--- config.mk ---
export PLATFORM = sky130hd
export DESIGN_NAME = wb_uart_arb
export DESIGN_NICKNAME = d
export VERILOG_FILES = /design/src/rtl/wb_uart_arb.sv
export SDC_FILE = /design/constraint.sdc
export NUM_CORES = 1
export LEC_CHECK = 0
export CAP_MARGIN = 5
export CORE_AREA = 2 2 119 121
export CTS_CLUSTER_SIZE = 8
export DETAILED_ROUTE_END_ITERATION = 7
export DIE_AREA = 0 0 121 123
export GPL_TIMING_DRIVEN = 0
export PLACE_DENSITY = 0.58
export SKIP_CTS_REPAIR_TIMING = 1
export SYNTH_ARGS = -nofsm -noshare
export SYNTH_HDL_FRONTEND = slang
export SYNTH_SLANG_ARGS = --single-unit
--- constraint.sdc ---
create_clock -name i_clk -period 1.4 [get_ports i_clk]
set_input_delay 0.21 -clock i_clk [delete_from_list [all_inputs] [get_ports i_clk]]
set_output_delay 0.21 -clock i_clk [all_outputs]
set_load 0.03 [all_outputs]
--- src/rtl/wb_uart_arb.sv ---
// wb_uart_arb: two-master Wishbone arbiter in front of the UART register file.
// Round-robin grant per transaction. Address, write-enable and data are muxed
// from the owning master to the slave. Responses are routed back to the owner
// only.
// Optional watchdog: define WB_ARB_TIMEOUT_EN to terminate transactions the
// slave never answers (after TIMEOUT silent BUS cycles).
module wb_uart_arb #(
    parameter int AW      = 32,
    parameter int DW      = 32,
    parameter int TIMEOUT = 16
) (
    input  logic          i_clk,
    input  logic          i_rst_n,
    input  logic [AW-1:0] i_m0_adr,
    input  logic          i_m0_we,
    input  logic [DW-1:0] i_m0_dat,
    input  logic          i_m0_stb,
    input  logic [AW-1:0] i_m1_adr,
    input  logic          i_m1_we,
    input  logic [DW-1:0] i_m1_dat,
    input  logic          i_m1_stb,
    output logic [DW-1:0] o_m0_dat,
    output logic          o_m0_ack,
    output logic          o_m0_err,
    output logic [DW-1:0] o_m1_dat,
    output logic          o_m1_ack,
    output logic          o_m1_err,
    output logic [AW-1:0] o_s_adr,
    output logic          o_s_we,
    output logic [DW-1:0] o_s_dat,
    output logic          o_s_stb,
    input  logic [DW-1:0] i_s_dat,
    input  logic          i_s_ack,
    input  logic          i_s_err,
    output logic          o_owner,
    output logic          o_busy
);

    typedef enum logic {
        ST_IDLE = 1'b0,
        ST_BUS  = 1'b1
    } state_t;

    state_t state_reg, state_next;
    logic   owner_reg, owner_next;   // master holding (or last holding) the slave
    logic   last_reg,  last_next;    // most recent owner, for round-robin

    logic   owner_stb;               // strobe of the current owner
    logic   slave_resp;              // slave answered this cycle
    logic   wd_expire;               // watchdog fires this cycle
    logic   txn_done;                // BUS ends this cycle

    assign owner_stb  = owner_reg ? i_m1_stb : i_m0_stb;
    assign slave_resp = i_s_ack | i_s_err;

`ifdef WB_ARB_TIMEOUT_EN
    localparam int CW = $clog2(TIMEOUT) + 1;

    logic [CW-1:0] wd_cnt_reg;

    // Watchdog counts silent BUS cycles; expiry on the TIMEOUT-th one, but a
    // genuine response on that same cycle takes precedence.
    assign wd_expire = (state_reg == ST_BUS) && !slave_resp &&
                       (wd_cnt_reg == CW'(TIMEOUT - 1));

    // Watchdog counter: cleared on grant, advanced on each silent BUS cycle
    always_ff @(posedge i_clk or negedge i_rst_n) begin
        if (!i_rst_n) begin
            wd_cnt_reg <= '0;
        end else if (state_reg == ST_IDLE) begin
            wd_cnt_reg <= '0;
        end else if (!txn_done) begin
            wd_cnt_reg <= wd_cnt_reg + 1'b1;
        end
    end
`else
    assign wd_expire = 1'b0;
`endif

    // An owner dropping its strobe aborts the transaction outright
    assign txn_done = !owner_stb || slave_resp || wd_expire;

    // State, owner and round-robin history registers
    always_ff @(posedge i_clk or negedge i_rst_n) begin
        if (!i_rst_n) begin
            state_reg <= ST_IDLE;
            owner_reg <= 1'b0;
            last_reg  <= 1'b1;           // so m0 wins the first tie
        end else begin
            state_reg <= state_next;
            owner_reg <= owner_next;
            last_reg  <= last_next;
        end
    end

    // Next-state: grant in IDLE, release in BUS when the transaction ends
    always_comb begin
        state_next = state_reg;
        owner_next = owner_reg;
        last_next  = last_reg;
        case (state_reg)
            ST_IDLE: begin
                if (i_m0_stb || i_m1_stb) begin
                    state_next = ST_BUS;
                    if (i_m0_stb && i_m1_stb) begin
                        owner_next = ~last_reg;
                    end else begin
                        owner_next = i_m1_stb;
                    end
                end
            end
            ST_BUS: begin
                if (txn_done) begin
                    state_next = ST_IDLE;
                    last_next  = owner_reg;
                end
            end
            default: state_next = ST_IDLE;
        endcase
    end

    // Outputs: slave mux from owner, responses to owner only, zeros otherwise
    always_comb begin
        o_s_adr  = '0;
        o_s_we   = 1'b0;
        o_s_dat  = '0;
        o_s_stb  = 1'b0;
        o_m0_dat = '0;
        o_m0_ack = 1'b0;
        o_m0_err = 1'b0;
        o_m1_dat = '0;
        o_m1_ack = 1'b0;
        o_m1_err = 1'b0;
        o_owner  = owner_reg;
        o_busy   = (state_reg == ST_BUS);
        if (state_reg == ST_BUS) begin
            o_s_adr = owner_reg ? i_m1_adr : i_m0_adr;
            o_s_we  = owner_reg ? i_m1_we  : i_m0_we;
            o_s_dat = owner_reg ? i_m1_dat : i_m0_dat;
            o_s_stb = owner_stb && !wd_expire;
            // Responses during an abort are swallowed
            if (owner_stb) begin
                if (owner_reg) begin
                    o_m1_dat = i_s_dat;
                    o_m1_ack = i_s_ack && !i_s_err;
                    o_m1_err = i_s_err || wd_expire;
                end else begin
                    o_m0_dat = i_s_dat;
                    o_m0_ack = i_s_ack && !i_s_err;
                    o_m0_err = i_s_err || wd_expire;
                end
            end
        end
    end

endmodule

Yosys cells after proc, flatten, opt, wreduce, memory -nomap -nowiden. Cells that the tools add are included.

Bitwise logic cells: 3. Reductions and logical operators: 8. Mux-type cells: 30.

Operator list (count): $mux 32 (10); $mux 1 (19); $reduce_and 2->1 (2); $logic_and 1x1->1 (2); $logic_not 1->1 (2); $logic_or 1x1->1 (2); $not 1->1 (2); $pmux 1 s2 (1); $or 1x1->1 (1).

Output and inout bits: 136. Register bits: 3. Bits of input ports: 168.

Depth between registers and ports, before layout. Gate-level depths: netlist (run 1).

Word-level depth: 5. Depth in mapped cells: 5.

Worst setup path after synthesis (run 1). No wires, ideal clock.

Path type: register to output. Start: register owner_reg, in the netlist o_owner. End: output o_s_adr[22]. Data arrival time: 1483 ps. Buffers on the path: 3. Path slack: -293 ps. Stages on the path, launching flop included: 6. Cell sequence: dfrtp_1 -> buf_4 -> buf_8 -> buf_8 -> mux2i_1 -> nor2_1.

Longest elaborated chain between the ends: 2.

RTL lines: from (decl) (RTL line 45) `logic owner_reg, owner_next;`; from (signal assigned) (RTL line 91) `owner_reg <= owner_next;`; $mux 32 (RTL line 137) `o_s_adr = owner_reg ? i_m1_adr : i_m0_adr;`; $mux 32 (RTL line 136) `if (state_reg == ST_BUS) begin`; to (decl) (RTL line 28) `output logic [AW-1:0] o_s_adr,`.

Every way passes these cells.

Worst setup path after layout (run 1).
Start: register owner_reg, in the netlist o_owner. End: output o_s_adr[26].

The elaborated chain is that of the path after synthesis.

==> results of run 1 <==
-- cells in the final DEF, fill, tap and decap left out --
master	n
a21o_1	1
mux2i_2	25
o311ai_0	1
and3b_1	1
nor2_1	2
and3_1	1
o21ai_1	1
buf_8	8
clkbuf_1	1
inv_4	1
and3_4	31
clkbuf_2	41
nor2b_4	1
buf_4	9
mux2i_4	6
clkdlybuf4s50_1	165
and3_2	2
dlymetal6s2s_1	15
buf_6	88
nor2_4	14
and4b_1	1
and2_1	2
and2_4	32
nand2_1	4
a32o_1	1
mux2i_1	34
dfrtp_2	2
nor2_2	52
dfstp_2	1
buf_12	5
buf_2	3
o21ai_0	2
clkbuf_16	4
-- how the worst min path moves through the flow --
stage,startpoint,slack [ns],to
5_1_grt,i_rst_n,0.19,o_busy$_DFF_PN0_
6_report,i_rst_n,0.18,o_busy$_DFF_PN0_
3_5_place_dp,i_rst_n,0.42,o_busy$_DFF_PN0_
2_1_floorplan,i_rst_n,-0.09,o_busy$_DFF_PN0_
4_1_cts,i_rst_n,0.18,o_busy$_DFF_PN0_
3_3_place_gp,i_rst_n,0.41,o_busy$_DFF_PN0_
-- power groups by stage --
stage / logic (mW) / registers, mW / clock network [mW]
detailed placement: 6.44 / 0.158 / 0
finish: 6.99 / 0.166 / 0.466
global placement: 6.41 / 0.157 / 0
floorplan: 4.03 / 0.200 / 0
global route: 7.38 / 0.170 / 0.488
CTS: 6.46 / 0.158 / 0.480
-- per-layer routing --
metal / global-route usage [%] / up-vias / share of wire, %
li1: - / 1455 / -
met5: 0 / - / 0
met3: 4.06 / 15 / 9.5
met1: 13.2 / 1330 / 35
met4: 3.42 / 0 / 1.7
met2: 24.8 / 165 / 54
-- cell type report --
class | count | area share [%]
plain buffers | 25 | 5.32
flip-flops and latches | 3 | 1.36
clock buffers | 4 | 1.36
well taps | 180 | 3.87
repair buffers | 310 | 52.5
inverters | 1 | 0.108
multi-input cells | 214 | 35.5
-- cell families after synthesis --
kind of cell	after synthesis
AND/OR/NAND/NOR	143
multiplexers	65
buffers and inverters	26
AO/OA/AOI/OAI	6
flip-flops	3
-- metrics by stage --
step           hold WS [ns]  cell area (sq um)
3_3_place_gp          0.408               5410
2_1_floorplan       -0.0856               2150
5_1_grt               0.188               5810
4_1_cts               0.180               5490
3_5_place_dp          0.420               5410
6_report              0.177               5810
==> results.json, run 1 <==
{
  "numCtsBuffers": 3,
  "switchingPower_mw": 3.83,
  "synthMuxAreaShare_pct": 39.3,
  "max_stage_delay_ns": 0.41,
  "finalSetupTns_ns": -34.75,
  "start_util_pct": 12.2,
  "finalHoldViolations": 0,
  "drt_first_pass_iters": 4,
  "grt_max_degree": 11,
  "rsz0062_at_grt": "yes",
  "synthToLayoutAreaGrowth_pct": 251,
  "utilization_pct": 42.7,
  "fp.dieArea_sq_um": 14900,
  "gp_congestion": 0.769,
  "post_drt_via_cell_ratio": 4.02,
  "hp-class": "primary input to async pin",
  "cts-root-buf": "clkbuf_16",
  "htree_levels": 1,
  "seq_power_share_pct": 2.2,
  "synth_edf_count": 0,
  "worstSetupPathType": "register to primary output",
  "cap_violations": 0,
  "place.port_buffers": 303,
  "r2r_slack_ns": 0.18,
  "worstPathCellList": "buf_12 > buf_12 > clkbuf_16 > mux2i_4 > nor2_2 > buf_6",
  "clk_latency_ns": 0.23,
  "grt_overflow": 0,
  "multi_input_comb_area_sq_um": 2060,
  "yosys-top-cells-area": "mux2i_1 (39%), nor2_1 (15%), and2_1 (13%)",
  "fin_worst_skew_ns": 0.000101,
  "die_w_microns": 121,
  "p_comb_share_pct": 91.7,
  "num_rows": 43,
  "synth_nets": 411,
  "fmax_ghz": 0.577,
  "failed_checks": "negative setup slack",
  "drt-initial-drc-count": 35,
  "synth_adder_area_share_pct": 0,
  "ys_ff_latch": 3,
  "netlist_instances": 243,
  "outcome": "finished with violations",
  "wl_per_cell_microns": 14.7,
  "drive_above_1_share_pct": 58.3,
  "clock_power_share_pct": 6.1,
  "insertedDiodeCount": 0,
  "cts_tree": "done",
  "ys.flop_type": "dfrtp_1",
  "cp-endpoint": "o_s_adr[26]",
  "path_delay_family": "buffers and inverters",
  "fin_cells": 737,
  "drt_wl_total_microns": 10900,
  "ioPinCount": 304,
  "vdd_ir_drop_max_mv": 0.605,
  "clkTransAtPathRegs_ns": 0.03,
  "design.core.area_sq_um": 13600,
  "internal_power_mw": 3.79,
  "relSlewSlack_pct": 77.2,
  "syn_area_per_cell_sq_um": 6.82,
  "setup_viol_count_final": 134,
  "dp.final_hpwl_microns": 9140,
  "ys_warn_count": 0,
  "switching_share_pct": 50.3,
  "slew_violations": 0,
  "netlist_area_sq_um": 1660,
  "crit_cells": 6,
  "p_leak_nw": 2.67,
  "grt_pass1_vias": 2920,
  "startpoint": "o_owner$_DFFE_PN0P_",
  "rr_endpoint": "o_owner$_DFFE_PN0P_",
  "yosysTopAreaCellShare_pct": 39.3,
  "synth.cells.most_frequent": "nor2_1 (68), mux2i_1 (65), and2_1 (34)",
  "synth_top_family_by_area": "simple AND/OR/NAND/NOR gates",
  "synth.most_common_cell": "nor2_1",
  "worst-path-max-fanout": 10,
  "regToRegStartpoint": "o_busy$_DFF_PN0_",
  "nFillCells": 1350,
  "synth-compound-area-share_pct": 2.49,
  "drtAntennaViolNets": 0,
  "startpoint_type": "register",
  "p_per_area_nw_per_um2": 1310,
  "worst_slack_ns": -0.333,
  "cts.path.max_buffers": 2,
  "r2r_cells": 5,
  "grt_use_total_pct": 12.8,
  "clkSinkCount": 3,
  "worst_path_most_repeated_cell": "buf_12",
  "critPathRequiredTime_ns": 1.19,
  "synth_top_area_cell": "mux2i_1",
  "dp.cells": 726,
  "dpl_worst_slack_ns": -0.942,
  "slowest_stage": "dfrtp_2",
  "ys_types": 22,
  "period_share_pct": 124,
  "path_buf_inv": 4,
  "synth_xor_area_share_pct": 0,
  "dr_total_vias": 2965,
  "fp.dieH_microns": 123,
  "yosysSeqAreaShare_pct": 4.61,
  "tightest_slew_ns": 0.338,
  "period_needed_ns": 1.73,
  "antenna_found_initial": 0,
  "grt_pass1_wl_microns": 15200,
  "seqCellArea_sq_um": 78.8,
  "fin_nets": 726,
  "crit_arrival_ns": 1.52,
  "async_flop_share_pct": 100,
  "cp-end-kind": "primary output",
  "drc": 0,
  "yosys.area_share.simple_pct": 44.3,
  "power_mw": 7.62
}
No activity file was read; power rests on OpenSTA's default activity.
==> run 2: changes to the inputs <==
--- a/config.mk
+++ b/config.mk
@@ -6,12 +6,13 @@
 export NUM_CORES = 1
 export LEC_CHECK = 0
 export CAP_MARGIN = 5
-export CORE_AREA = 2 2 119 121
+export CELL_PAD_IN_SITES_DETAIL_PLACEMENT = 0
+export CELL_PAD_IN_SITES_GLOBAL_PLACEMENT = 1
+export CORE_UTILIZATION = 11
 export CTS_CLUSTER_SIZE = 8
 export DETAILED_ROUTE_END_ITERATION = 7
-export DIE_AREA = 0 0 121 123
 export GPL_TIMING_DRIVEN = 0
-export PLACE_DENSITY = 0.58
+export PLACE_DENSITY_LB_ADDON = 0.1
 export SKIP_CTS_REPAIR_TIMING = 1
 export SYNTH_ARGS = -nofsm -noshare
 export SYNTH_HDL_FRONTEND = slang
==> results.json, run 2 (same netlist as run 1, synthesis figures left out) <==
{
  "outcome": "finished with violations",
  "cts.path.max_buffers": 2,
  "mostFrequentLayoutCells": "clkdlybuf4s50_1 (167), buf_6 (88), nor2_2 (52)",
  "path_buf_inv": 4,
  "grt_overflow": 0,
  "period_needed_ns": 1.75,
  "cts-root-buf": "clkbuf_16",
  "fp.dieH_microns": 125,
  "switchingPower_mw": 3.87,
  "die_w_microns": 125,
  "rsz0062_at_grt": "yes",
  "place.port_buffers": 303,
  "critPathRequiredTime_ns": 1.19,
  "p_per_area_nw_per_um2": 1300,
  "tightest_slew_ns": 0.326,
  "p_comb_share_pct": 92.1,
  "drt_wl_total_microns": 11400,
  "seq_power_share_pct": 2.1,
  "slew_violations": 0,
  "clock_power_share_pct": 5.7,
  "grt_max_degree": 11,
  "drc": 0,
  "clkSinkCount": 3,
  "cap_violations": 0,
  "wl_per_cell_microns": 15.1,
  "worst-path-max-fanout": 8,
  "cp-end-kind": "primary output",
  "drive_above_1_share_pct": 55.0,
  "crit_arrival_ns": 1.54,
  "post_drt_via_cell_ratio": 4.00,
  "ioPinCount": 304,
  "design.core.area_sq_um": 14600,
  "numCtsBuffers": 3,
  "finalSetupTns_ns": -37.56,
  "grt_pass1_vias": 2989,
  "switching_share_pct": 48.9,
  "dp.cells": 730,
  "max_stage_delay_ns": 0.41,
  "path_delay_family": "buffers and inverters",
  "setup_viol_count_final": 136,
  "fin_nets": 738,
  "internal_power_mw": 4.04,
  "dp.final_hpwl_microns": 9330,
  "insertedDiodeCount": 0,
  "p_leak_nw": 2.95,
  "failed_checks": "negative setup slack",
  "layout_commonest_cell": "clkdlybuf4s50_1",
  "antenna_found_initial": 0,
  "period_share_pct": 125,
  "fin_worst_skew_ns": 0.000477,
  "fin_cells": 753,
  "dr_total_vias": 3013,
  "worst_path_most_repeated_cell": "buf_4",
  "clk_latency_ns": 0.22,
  "fmax_ghz": 0.571,
  "clkTransAtPathRegs_ns": 0.03,
  "worstSetupPathType": "register to primary output",
  "worstPathCellList": "buf_12 > nor2b_4 > buf_4 > buf_6 > nor2_1 > nor2_4 > buf_4",
  "drt_first_pass_iters": 3,
  "start_util_pct": 11.4,
  "stdcell_area_sq_um": 6080,
  "drt-initial-drc-count": 36,
  "grt_use_total_pct": 13.1,
  "worst_slack_ns": -0.351,
  "place_area_sq_um": 5420,
  "grt_pass1_wl_microns": 16200,
  "relSlewSlack_pct": 78.0,
  "cts_tree": "done",
  "nFillCells": 1491,
  "synthToLayoutAreaGrowth_pct": 267,
  "num_rows": 44,
  "vdd_ir_drop_max_mv": 0.565,
  "htree_levels": 1,
  "hp-class": "primary input to async pin",
  "startpoint_type": "register",
  "utilization_pct": 41.6,
  "slowest_stage": "dfrtp_2",
  "drtAntennaViolNets": 0,
  "gp_congestion": 0.777,
  "fp.dieArea_sq_um": 15600,
  "finalHoldViolations": 0
}
==> run 2: worst register-to-register path: cells and delay by family (launching register included) <==
kind / cells / cell delay [ns]
DFF: 1 / 0.41
AOI/OAI and AO/OA: 1 / 0.06
buffers and inverters: 4 / 0.49
and+or+nand+nor: 2 / 0.24
==> run 2: area by class of cell <==
type,instances,area (sq um),share of cell area (%)
well taps,184,230,3.79
clock buffers,4,78.8,1.30
plain buffers,25,310,5.11
flip-flops and latches,3,78.8,1.30
multi-input cells,214,2090,34.4
repair buffers,322,3280,54.0
inverters,1,6.26,0.103
==> run 2: final timing paths <==
| kind | start | end | slack [ns] | cells after the start |
|---|---|---|---|---|
| min in group i_clk | i_m0_stb | o_busy$_DFF_PN0_ | 0.34 | 3 |
| min reg2reg | last_reg$_DFFE_PN1P_ | last_reg$_DFFE_PN1P_ | 0.58 | 2 |
| max reg2reg | o_owner$_DFFE_PN0P_ | o_busy$_DFF_PN0_ | 0.12 | 7 |
| max in group asynchronous | i_rst_n | last_reg$_DFFE_PN1P_ | 1.00 | 1 |
| max | o_owner$_DFFE_PN0P_ | o_s_stb | -0.35 | 7 |
| min | i_rst_n | o_busy$_DFF_PN0_ | 0.18 | 1 |
==> run 2: per-layer routing <==
layer	global-route usage (%)	wire length, microns
met1	13.3	3830
met5	0	0
met4	1.49	42
met2	26.1	6410
met3	4.34	1080
==> run 2: power groups by stage <==
stage / sequential [mW] / combinational, mW / clock, mW
finish: 0.168 / 7.29 / 0.454
global route: 0.171 / 7.71 / 0.470
CTS: 0.162 / 6.50 / 0.459
detailed placement: 0.159 / 6.47 / 0
global placement: 0.158 / 6.46 / 0
floorplan: 0.200 / 4.03 / 0
==> run 2: per-stage QoR <==
stage | hold WS (ns) | total power, mW | setup WS (ns)
6_report | 0.177 | 7.92 | -0.351
5_1_grt | 0.201 | 8.35 | -0.411
4_1_cts | 0.182 | 7.12 | -1.01
3_5_place_dp | 0.409 | 6.63 | -0.991
3_3_place_gp | 0.411 | 6.62 | -1.00
2_1_floorplan | -0.0856 | 4.23 | -0.124
==> run 3: changes to the inputs <==
--- a/config.mk
+++ b/config.mk
@@ -5,7 +5,7 @@
 export SDC_FILE = /design/constraint.sdc
 export NUM_CORES = 1
 export LEC_CHECK = 0
-export CAP_MARGIN = 5
+export CAP_MARGIN = 30
 export CELL_PAD_IN_SITES_DETAIL_PLACEMENT = 0
 export CELL_PAD_IN_SITES_GLOBAL_PLACEMENT = 1
 export CORE_UTILIZATION = 11
==> results of run 3 <==
The final DEF is identical to that of run 2; final timing and power are the same.
